[src/rtl/exe_stage_pipe.sv]
// Registered ARM execute stage: Val2 generation, ALU with NZCV, branch target, EXE/MEM register.
// Define MUL_EN to include the iterative radix-2 shift-add multiplier for exe_cmd 1010.
module exe_stage_pipe #(
    parameter int DATA_W = 32,
    parameter int IMM_W  = 24,
    parameter int DEST_W = 4
) (
    input  logic              clk,
    input  logic              rst,
    input  logic              in_valid,
    output logic              in_ready,
    input  logic              stall,
    input  logic              flush,
    input  logic [3:0]        exe_cmd,
    input  logic              s_in,
    input  logic              wb_en_in,
    input  logic              mem_r_en_in,
    input  logic              mem_w_en_in,
    input  logic              imm,
    input  logic [11:0]       shift_operand,
    input  logic [DATA_W-1:0] pc_in,
    input  logic [DATA_W-1:0] val_rn,
    input  logic [DATA_W-1:0] val_rm,
    input  logic [IMM_W-1:0]  imm_signed,
    input  logic [3:0]        sr,
    input  logic [DEST_W-1:0] dest_in,
    output logic              out_valid,
    output logic              wb_en,
    output logic              mem_r_en,
    output logic              mem_w_en,
    output logic [DATA_W-1:0] alu_result,
    output logic [DATA_W-1:0] br_addr,
    output logic [DATA_W-1:0] val_rm_out,
    output logic [DEST_W-1:0] dest,
    output logic [3:0]        status,
    output logic              status_wr,
    output logic              busy
);
    localparam int MSB = DATA_W - 1;
    localparam logic [3:0] OP_MOV = 4'b0001, OP_MVN = 4'b1001, OP_ADD = 4'b0010, OP_ADC = 4'b0011,
                           OP_SUB = 4'b0100, OP_SBC = 4'b0101, OP_AND = 4'b0110, OP_ORR = 4'b0111,
                           OP_EOR = 4'b1000;

    // Handshake: an instruction transfers on a rising edge where in_valid && in_ready; in_ready
    // drops while the multiplier iterates or downstream stalls, and out_valid marks a live result.
    logic accept, is_mul;
    assign in_ready = !busy && !stall;
    assign accept   = in_valid && in_ready;

    logic [31:0]       imm32, imm_rot;
    logic [5:0]        rot2;
    logic [4:0]        shamt;
    logic [DATA_W-1:0] val2;
    always_comb begin
        imm32   = {24'b0, shift_operand[7:0]};
        rot2    = {shift_operand[11:8], 1'b0};
        imm_rot = (imm32 >> rot2) | (imm32 << (6'd32 - rot2));
        shamt   = shift_operand[11:7];
        if (mem_r_en_in || mem_w_en_in)
            val2 = DATA_W'(shift_operand);
        else if (imm)
            val2 = DATA_W'(imm_rot);
        else begin
            case (shift_operand[6:5])
                2'b00:   val2 = val_rm << shamt;
                2'b01:   val2 = val_rm >> shamt;
                2'b10:   val2 = $unsigned($signed(val_rm) >>> shamt);
                default: val2 = (val_rm >> shamt) | (val_rm << (DATA_W - int'(shamt)));
            endcase
        end
    end

    logic [DATA_W:0]   wide;
    logic [DATA_W-1:0] alu_res;
    logic [3:0]        flags;
    logic              flags_wr;
    always_comb begin
        wide     = '0;
        alu_res  = '0;
        flags    = sr;
        flags_wr = 1'b0;
        case (exe_cmd)
            OP_MOV: begin alu_res = val2;  flags_wr = 1'b1; end
            OP_MVN: begin alu_res = ~val2; flags_wr = 1'b1; end
            OP_ADD, OP_ADC: begin
                wide     = {1'b0, val_rn} + {1'b0, val2}
                         + {{DATA_W{1'b0}}, (exe_cmd == OP_ADC) & sr[1]};
                alu_res  = wide[MSB:0];
                flags[1] = wide[DATA_W];
                flags[0] = (val_rn[MSB] == val2[MSB]) && (alu_res[MSB] != val_rn[MSB]);
                flags_wr = 1'b1;
            end
            OP_SUB, OP_SBC: begin
                // Bit DATA_W of the widened difference is the borrow; ARM C is its inverse.
                wide     = {1'b0, val_rn} - {1'b0, val2}
                         - {{DATA_W{1'b0}}, (exe_cmd == OP_SBC) & ~sr[1]};
                alu_res  = wide[MSB:0];
                flags[1] = ~wide[DATA_W];
                flags[0] = (val_rn[MSB] != val2[MSB]) && (alu_res[MSB] != val_rn[MSB]);
                flags_wr = 1'b1;
            end
            OP_AND: begin alu_res = val_rn & val2; flags_wr = 1'b1; end
            OP_ORR: begin alu_res = val_rn | val2; flags_wr = 1'b1; end
            OP_EOR: begin alu_res = val_rn ^ val2; flags_wr = 1'b1; end
            default: ;
        endcase
        if (flags_wr) begin
            flags[3] = alu_res[MSB];
            flags[2] = (alu_res == '0);
        end
    end

    logic [DATA_W-1:0] br_calc;
    assign br_calc = pc_in + (DATA_W'($signed(imm_signed)) << 2);

`ifdef MUL_EN
    localparam logic [3:0] OP_MUL = 4'b1010;
    localparam int CNT_W = $clog2(DATA_W + 1);
    logic [CNT_W-1:0]  mul_cnt;
    logic [DATA_W-1:0] mul_acc, mul_mcand, mul_mplier, mul_rm, mul_br;
    logic [DEST_W-1:0] mul_dest;
    logic              mul_wb, mul_mr, mul_mw, mul_s, busy_r, mul_done;
    logic [1:0]        mul_cv;
    assign is_mul   = (exe_cmd == OP_MUL);
    assign busy     = busy_r;
    assign mul_done = busy_r && (mul_cnt == CNT_W'(DATA_W));

    // DATA_W iterations follow the accept edge; the product then sits in mul_acc until unstalled.
    always_ff @(posedge clk or negedge rst) begin
        if (!rst) begin
            busy_r <= 1'b0; mul_cnt <= '0; mul_acc <= '0; mul_mcand <= '0; mul_mplier <= '0;
            mul_rm <= '0; mul_br <= '0; mul_dest <= '0; mul_cv <= '0;
            mul_wb <= 1'b0; mul_mr <= 1'b0; mul_mw <= 1'b0; mul_s <= 1'b0;
        end else if (flush) begin
            busy_r  <= 1'b0;
            mul_cnt <= '0;
        end else if (accept && is_mul) begin
            busy_r <= 1'b1; mul_cnt <= '0; mul_acc <= '0;
            mul_mcand <= val_rn; mul_mplier <= val_rm;
            mul_rm <= val_rm; mul_br <= br_calc; mul_dest <= dest_in; mul_cv <= sr[1:0];
            mul_wb <= wb_en_in; mul_mr <= mem_r_en_in; mul_mw <= mem_w_en_in; mul_s <= s_in;
        end else if (busy_r && !mul_done) begin
            if (mul_mplier[0]) mul_acc <= mul_acc + mul_mcand;
            mul_mcand  <= mul_mcand << 1;
            mul_mplier <= mul_mplier >> 1;
            mul_cnt    <= mul_cnt + 1'b1;
        end else if (mul_done && !stall) begin
            busy_r  <= 1'b0;
            mul_cnt <= '0;
        end
    end
`else
    assign is_mul = 1'b0;
    assign busy   = 1'b0;
`endif

    always_ff @(posedge clk or negedge rst) begin
        if (!rst) begin
            out_valid <= 1'b0; wb_en <= 1'b0; mem_r_en <= 1'b0; mem_w_en <= 1'b0;
            alu_result <= '0; br_addr <= '0; val_rm_out <= '0; dest <= '0;
            status <= '0; status_wr <= 1'b0;
        end else if (flush) begin
            out_valid <= 1'b0; wb_en <= 1'b0; mem_r_en <= 1'b0; mem_w_en <= 1'b0;
            status_wr <= 1'b0;
        end else if (stall) begin
            out_valid <= out_valid;
`ifdef MUL_EN
        end else if (mul_done) begin
            out_valid <= 1'b1; wb_en <= mul_wb; mem_r_en <= mul_mr; mem_w_en <= mul_mw;
            alu_result <= mul_acc; br_addr <= mul_br; val_rm_out <= mul_rm; dest <= mul_dest;
            status_wr <= mul_s;
            if (mul_s) status <= {mul_acc[MSB], mul_acc == '0, mul_cv};
`endif
        end else if (accept && !is_mul) begin
            out_valid <= 1'b1; wb_en <= wb_en_in; mem_r_en <= mem_r_en_in; mem_w_en <= mem_w_en_in;
            alu_result <= alu_res; br_addr <= br_calc; val_rm_out <= val_rm; dest <= dest_in;
            status_wr <= s_in && flags_wr;
            if (s_in && flags_wr) status <= flags;
        end else begin
            out_valid <= 1'b0; wb_en <= 1'b0; mem_r_en <= 1'b0; mem_w_en <= 1'b0;
            status_wr <= 1'b0;
        end
    end
endmodule
[config.mk]
export PLATFORM = sky130hd
export DESIGN_NAME = exe_stage_pipe
export DESIGN_NICKNAME = d
export VERILOG_FILES = /design/src/rtl/exe_stage_pipe.sv
export SDC_FILE = /design/constraint.sdc
export NUM_CORES = 1
export LEC_CHECK = 0
export CAP_MARGIN = 20
export CORE_MARGIN = 5
export CORE_UTILIZATION = 53
export DETAILED_ROUTE_END_ITERATION = 6
export PLACE_DENSITY = 0.79
export RECOVER_POWER = 50
export SKIP_CTS_REPAIR_TIMING = 1
export SYNTH_ARGS = -nofsm -noshare
export SYNTH_HDL_FRONTEND = slang
export SYNTH_SLANG_ARGS = --single-unit
[constraint.sdc]
create_clock -name clk -period 0.8 [get_ports clk]
set_input_delay 0.24 -clock clk [delete_from_list [all_inputs] [get_ports clk]]
set_output_delay 0.24 -clock clk [all_outputs]
set_load 0.005 [all_outputs]
==> flow_metrics.tcl, run 1 <==
set metrics [dict create \
    synth_top_area_share_pct 13.1 \
    synth_top_cell_by_area "dfrtp_1" \
    start_util_pct 53.8 \
    synth_seq_cells 109 \
    synth_edf_count 0 \
    syn_avg_cell_area_um2 7.64 \
    yosys_warnings 0 \
    io_pins 265 \
    synth.distinct_cells 96 \
    yosysSeqAreaShare_pct 13.1 \
    preCtsSetupSlack_ps -5740 \
    netlist_area_um2 20800 \
    crit_endpoint "status[2]$_DFFE_PN0P_/D" \
    gr-total-overflow 1045 \
    grt_start_max_net_pins 57 \
    grt_usage_pct 84.8 \
    cts-root-buf "clkbuf_16" \
    fp.dieH_um 208 \
    dp.final_hpwl_um 90000 \
    syn-num-nets 3042 \
    synth-main-ff-cell "dfrtp_1" \
    worst-ep-kind "sequential cell input" \
    netlist_top_cells_area "dfrtp_1 (13%), ha_1 (9.5%), mux4_2 (8.8%)" \
    cts_sinks 109 \
    dp.cells 4280 \
    port_buffers 261 \
    core.rowCount 72 \
    synthCells 2725 \
    cts_max_path_buffers 2 \
    die_w_um 208 \
    stop_error "[ERROR GRT-0232] Routing congestion too high. Check the congestion heatmap in the GUI." \
    routabilityCongestion 1.35 \
    cts_buffers 9 \
    status "did not finish" \
    async_reset_ff_share_pct 100 \
    lastStage "5_1_grt" \
    htreeDepth 3 \
]
[stage by stage]
step	hold slack, ps	setup TNS (ps)	area (µm²)
2_1_floorplan	-55.6	-184050	21900
3_3_place_gp	100	-288080	31700
3_5_place_dp	102	-304120	31700
4_1_cts	-317	-307500	32000
[synth_stat cells, types with 15 or more instances]
cell type and number:
mux2_2 46, a211oi_1 37, buf_2 42, a22oi_1 27
a21oi_1 170, or2_2 18, a22o_1 27, xnor2_1 48
ha_1 158, clkbuf_1 150, nor3_1 63, o31ai_1 19
a21o_1 35, mux4_2 81, and2_1 18, inv_1 147
nand3_1 69, dfrtp_1 109, nand2b_1 34, o21a_1 27
nor4_1 15, buf_1 17, xor2_1 34, a31oi_1 33
nor2b_1 31, and3_1 28, mux2i_1 123, o21ai_0 191
a221oi_1 34, o211ai_1 34, or3_1 17, o22ai_1 28
o221ai_1 17, nor2_1 157, nand2_1 363, nand4_1 27
[cell families after synthesis]
| logic type | share of synthesized area (%) |
|---|---|
| other cells | 0.0180 |
| flops | 13.1 |
| xor+xnor | 3.45 |
| fa+ha+maj | 9.97 |
| simple gates | 20.7 |
| mux | 18.2 |
| compound gates | 27.0 |
| buf+inv | 7.46 |
[layer usage]
layer  GRT overflow  global-route usage (%)
met3             33                    72.8
met2            650                    99.1
met1             42                    81.8
met5              8                    47.7
met4            312                    89.1
==> run 2, diff against run 1 <==
--- a/config.mk
+++ b/config.mk
@@ -7,9 +7,9 @@
 export LEC_CHECK = 0
 export CAP_MARGIN = 20
 export CORE_MARGIN = 5
-export CORE_UTILIZATION = 53
+export CORE_UTILIZATION = 40
 export DETAILED_ROUTE_END_ITERATION = 6
-export PLACE_DENSITY = 0.79
+export PLACE_DENSITY_LB_ADDON = 0.15
 export RECOVER_POWER = 50
 export SKIP_CTS_REPAIR_TIMING = 1
 export SYNTH_ARGS = -nofsm -noshare
==> constraint.sdc (replaced) <==
create_clock -name clk -period 1.05 [get_ports clk]
set_input_delay 0.315 -clock clk [delete_from_list [all_inputs] [get_ports clk]]
set_output_delay 0.315 -clock clk [all_outputs]
set_load 0.005 [all_outputs]
==> run 2 against run 1 <==
  * The flow now finishes, with violations (setup timing)
  * Area after synthesis is the same
  * Synthesized cell count is the same
==> flow_metrics.tcl, run 2 <==
set metrics [dict create \
    status "finished, violations left" \
    failed_checks "setup timing" \
    netlist_top_cells_area "dfrtp_1 (13%), ha_1 (9.5%), mux4_2 (8.8%)" \
    final_common_cell "buf_4" \
    finalWorstSetupSlack_ps -4540 \
    slew_headroom_pct 38.4 \
    synth_top_cell_by_area "dfrtp_1" \
    cts_tree "built" \
    yosysSeqAreaShare_pct 13.1 \
    min_period_over_period_pct 532 \
    cp.arrival_ps 5930 \
    async_reset_ff_share_pct 100 \
    synth-main-ff-cell "dfrtp_1" \
    reg_top3 "alu_result x32, br_addr x32, val_rm_out x32" \
    synth.distinct_cells 96 \
    clockPowerShare_pct 11.1 \
    required_ps 1380 \
    critical_path.endpoint_type "flip-flop" \
    fin_crit_ps 5590 \
    cp_slowest_cell "a2111oi_4" \
    critPathBufInv 9 \
    dp.cells 4504 \
    drt_iter0_drc 3093 \
    core.rowCount 83 \
    synth_top_area_share_pct 13.1 \
    routabilityCongestion 1.11 \
    synth_commonest_cells "nand2_1 (363), o21ai_0 (191), a21oi_1 (170)" \
    drv_cap 0 \
    syn_avg_cell_area_um2 7.64 \
    core_um2 51400 \
    wirelength_um 125000 \
    postLayoutCellArea_um2 35400 \
    totalPowerFinal_mw 31.6 \
    dpl_cell_area_um2 32400 \
    first_pass_iters 6 \
    power_density_nw_per_um2 894 \
    clk_latency_ps 390 \
    htreeDepth 3 \
    gr-total-overflow 0 \
    fin_cells 4601 \
    antenna_left 0 \
    cts_sinks 109 \
    crit_type "in -> reg" \
    grt_pass1_wl_um 178000 \
    fmax_mhz 179 \
    cts-root-buf "clkbuf_16" \
    p_switching_mw 13.8 \
    port_buffers 261 \
    critical_path.top_delay_family "compound AO/OA/AOI/OAI gates" \
    max_stage_delay_ps 480 \
    worst-path-max-fanout 12 \
    ir_worst_vdd_v 0.000863 \
    dieArea_um2 56700 \
    synth_edf_count 0 \
    whs_ps 246 \
    synth.most_common_cell "nand2_1" \
    grt_usage_pct 40.7 \
    drv_slew 0 \
    io_pins 265 \
    cts_buffers 9 \
    wl_per_cell_um 27.3 \
    num_vias 29100 \
    tns_ps -238330 \
    switching_share_pct 43.8 \
    setup-violations-final 244 \
    rsz0062_at_grt "true" \
    netlist_area_um2 20800 \
    p_int_mw 17.8 \
    grt_start_max_net_pins 52 \
    syn-num-nets 3042 \
    fp.dieH_um 238 \
    layout.nets 4234 \
    drc 0 \
    final_cell_mix "buf_4 (1053), nand2_1 (351), clkdlybuf4s50_1 (198)" \
    first_global_vias 28500 \
    p_leak_nw 16.3 \
    p_comb_share_pct 72.0 \
    synthCells 2725 \
    tightest_slew_ps 912 \
    diodes 0 \
    die_w_um 238 \
    clk_pin_slew_worst_paths_ps 80 \
    crit_top_cell "buf_4" \
    synth_seq_cells 109 \
    vias_per_cell 6.33 \
    cp-start-kind "primary input" \
    cts_max_path_buffers 2 \
    yosys_warnings 0 \
    antenna_found_initial 2 \
    dp.final_hpwl_um 99800 \
    final_hold_viol_count 0 \
    start_util_pct 40.5 \
    power_frac_seq_pct 16.9 \
    fin_skew_ps 0 \
    holdCritPathClass "in -> reg" \
    drive_gt1_share_pct 44.0 \
    synthToLayoutAreaGrowth_pct 69.9 \
]
run 2: cell counts after synthesis:
No cell type changed its count.
run 2: cell families after synthesis:
group	after synthesis	share of synthesized area [%]
AO/OA/AOI/OAI	833	27.0
XOR/XNOR	82	3.45
multiplexers	259	18.2
AND/OR/NAND/NOR	904	20.7
flip-flops	109	13.1
adder cells (fa/ha/maj)	163	9.97
buffers and inverters	374	7.46
other	1	0.0180
run 2: power by group through the flow:
| stage | logic (mW) | registers, mW | clock network (mW) |
|---|---|---|---|
| floorplan | 9.14 | 5.44 | 0 |
| global placement | 19.4 | 5.39 | 0 |
| detailed placement | 19.8 | 5.43 | 0 |
| CTS | 19.9 | 5.35 | 3.58 |
| global route | 23.7 | 5.45 | 3.72 |
| finish | 22.8 | 5.36 | 3.51 |
run 2: area by class of cell:
type / count / area, µm²
clock buffer: 9 / 225
clock inverter: 6 / 46.3
fill: 4111 / 16000
inverter: 150 / 586
multi-input combinational: 2242 / 19100
sequential: 109 / 2730
tap: 680 / 851
timing repair buffer: 1405 / 11900
run 2: worst min-delay path, stage by stage:
cell            delay [ps]
dlymetal6s2s_1         160
nand2_1                 80
nand2_1                 50
run 2: per-layer routing:
layer / track usage [%] / vias to the layer above / share of wire (%)
met5: 0 / - / 0.011
met4: 28.5 / 2 / 10
met3: 7.14 / 707 / 8.6
met2: 67.3 / 1988 / 46
met1: 47.8 / 13900 / 36
li1: - / 12600 / -
run 2: metrics by stage:
step / setup WS, ps / utilization, %
floorplan: -4440 / -
global placement: -5300 / 63.0
detailed placement: -5360 / 63.0
CTS: -4950 / 63.5
global route: -4700 / 68.8
finish: -4540 / 68.8
run 2: path summary, 6_finish.rpt:
kind / from / to / slack, ps / cells after the start
max: shift_operand[7] / status[2] / -4540 / 30
min: val_rm[8] / val_rm_out[8] / 250 / 3
max reg2reg: wb_en / wb_en / 190 / 3
min reg2reg: val_rm_out[6] / val_rm_out[6] / 480 / 2
max in group asynchronous: rst / dest[0] / -40 / 3
min in group asynchronous: rst / val_rm_out[3] / 450 / 2
Power figures use the tool's default switching activity.
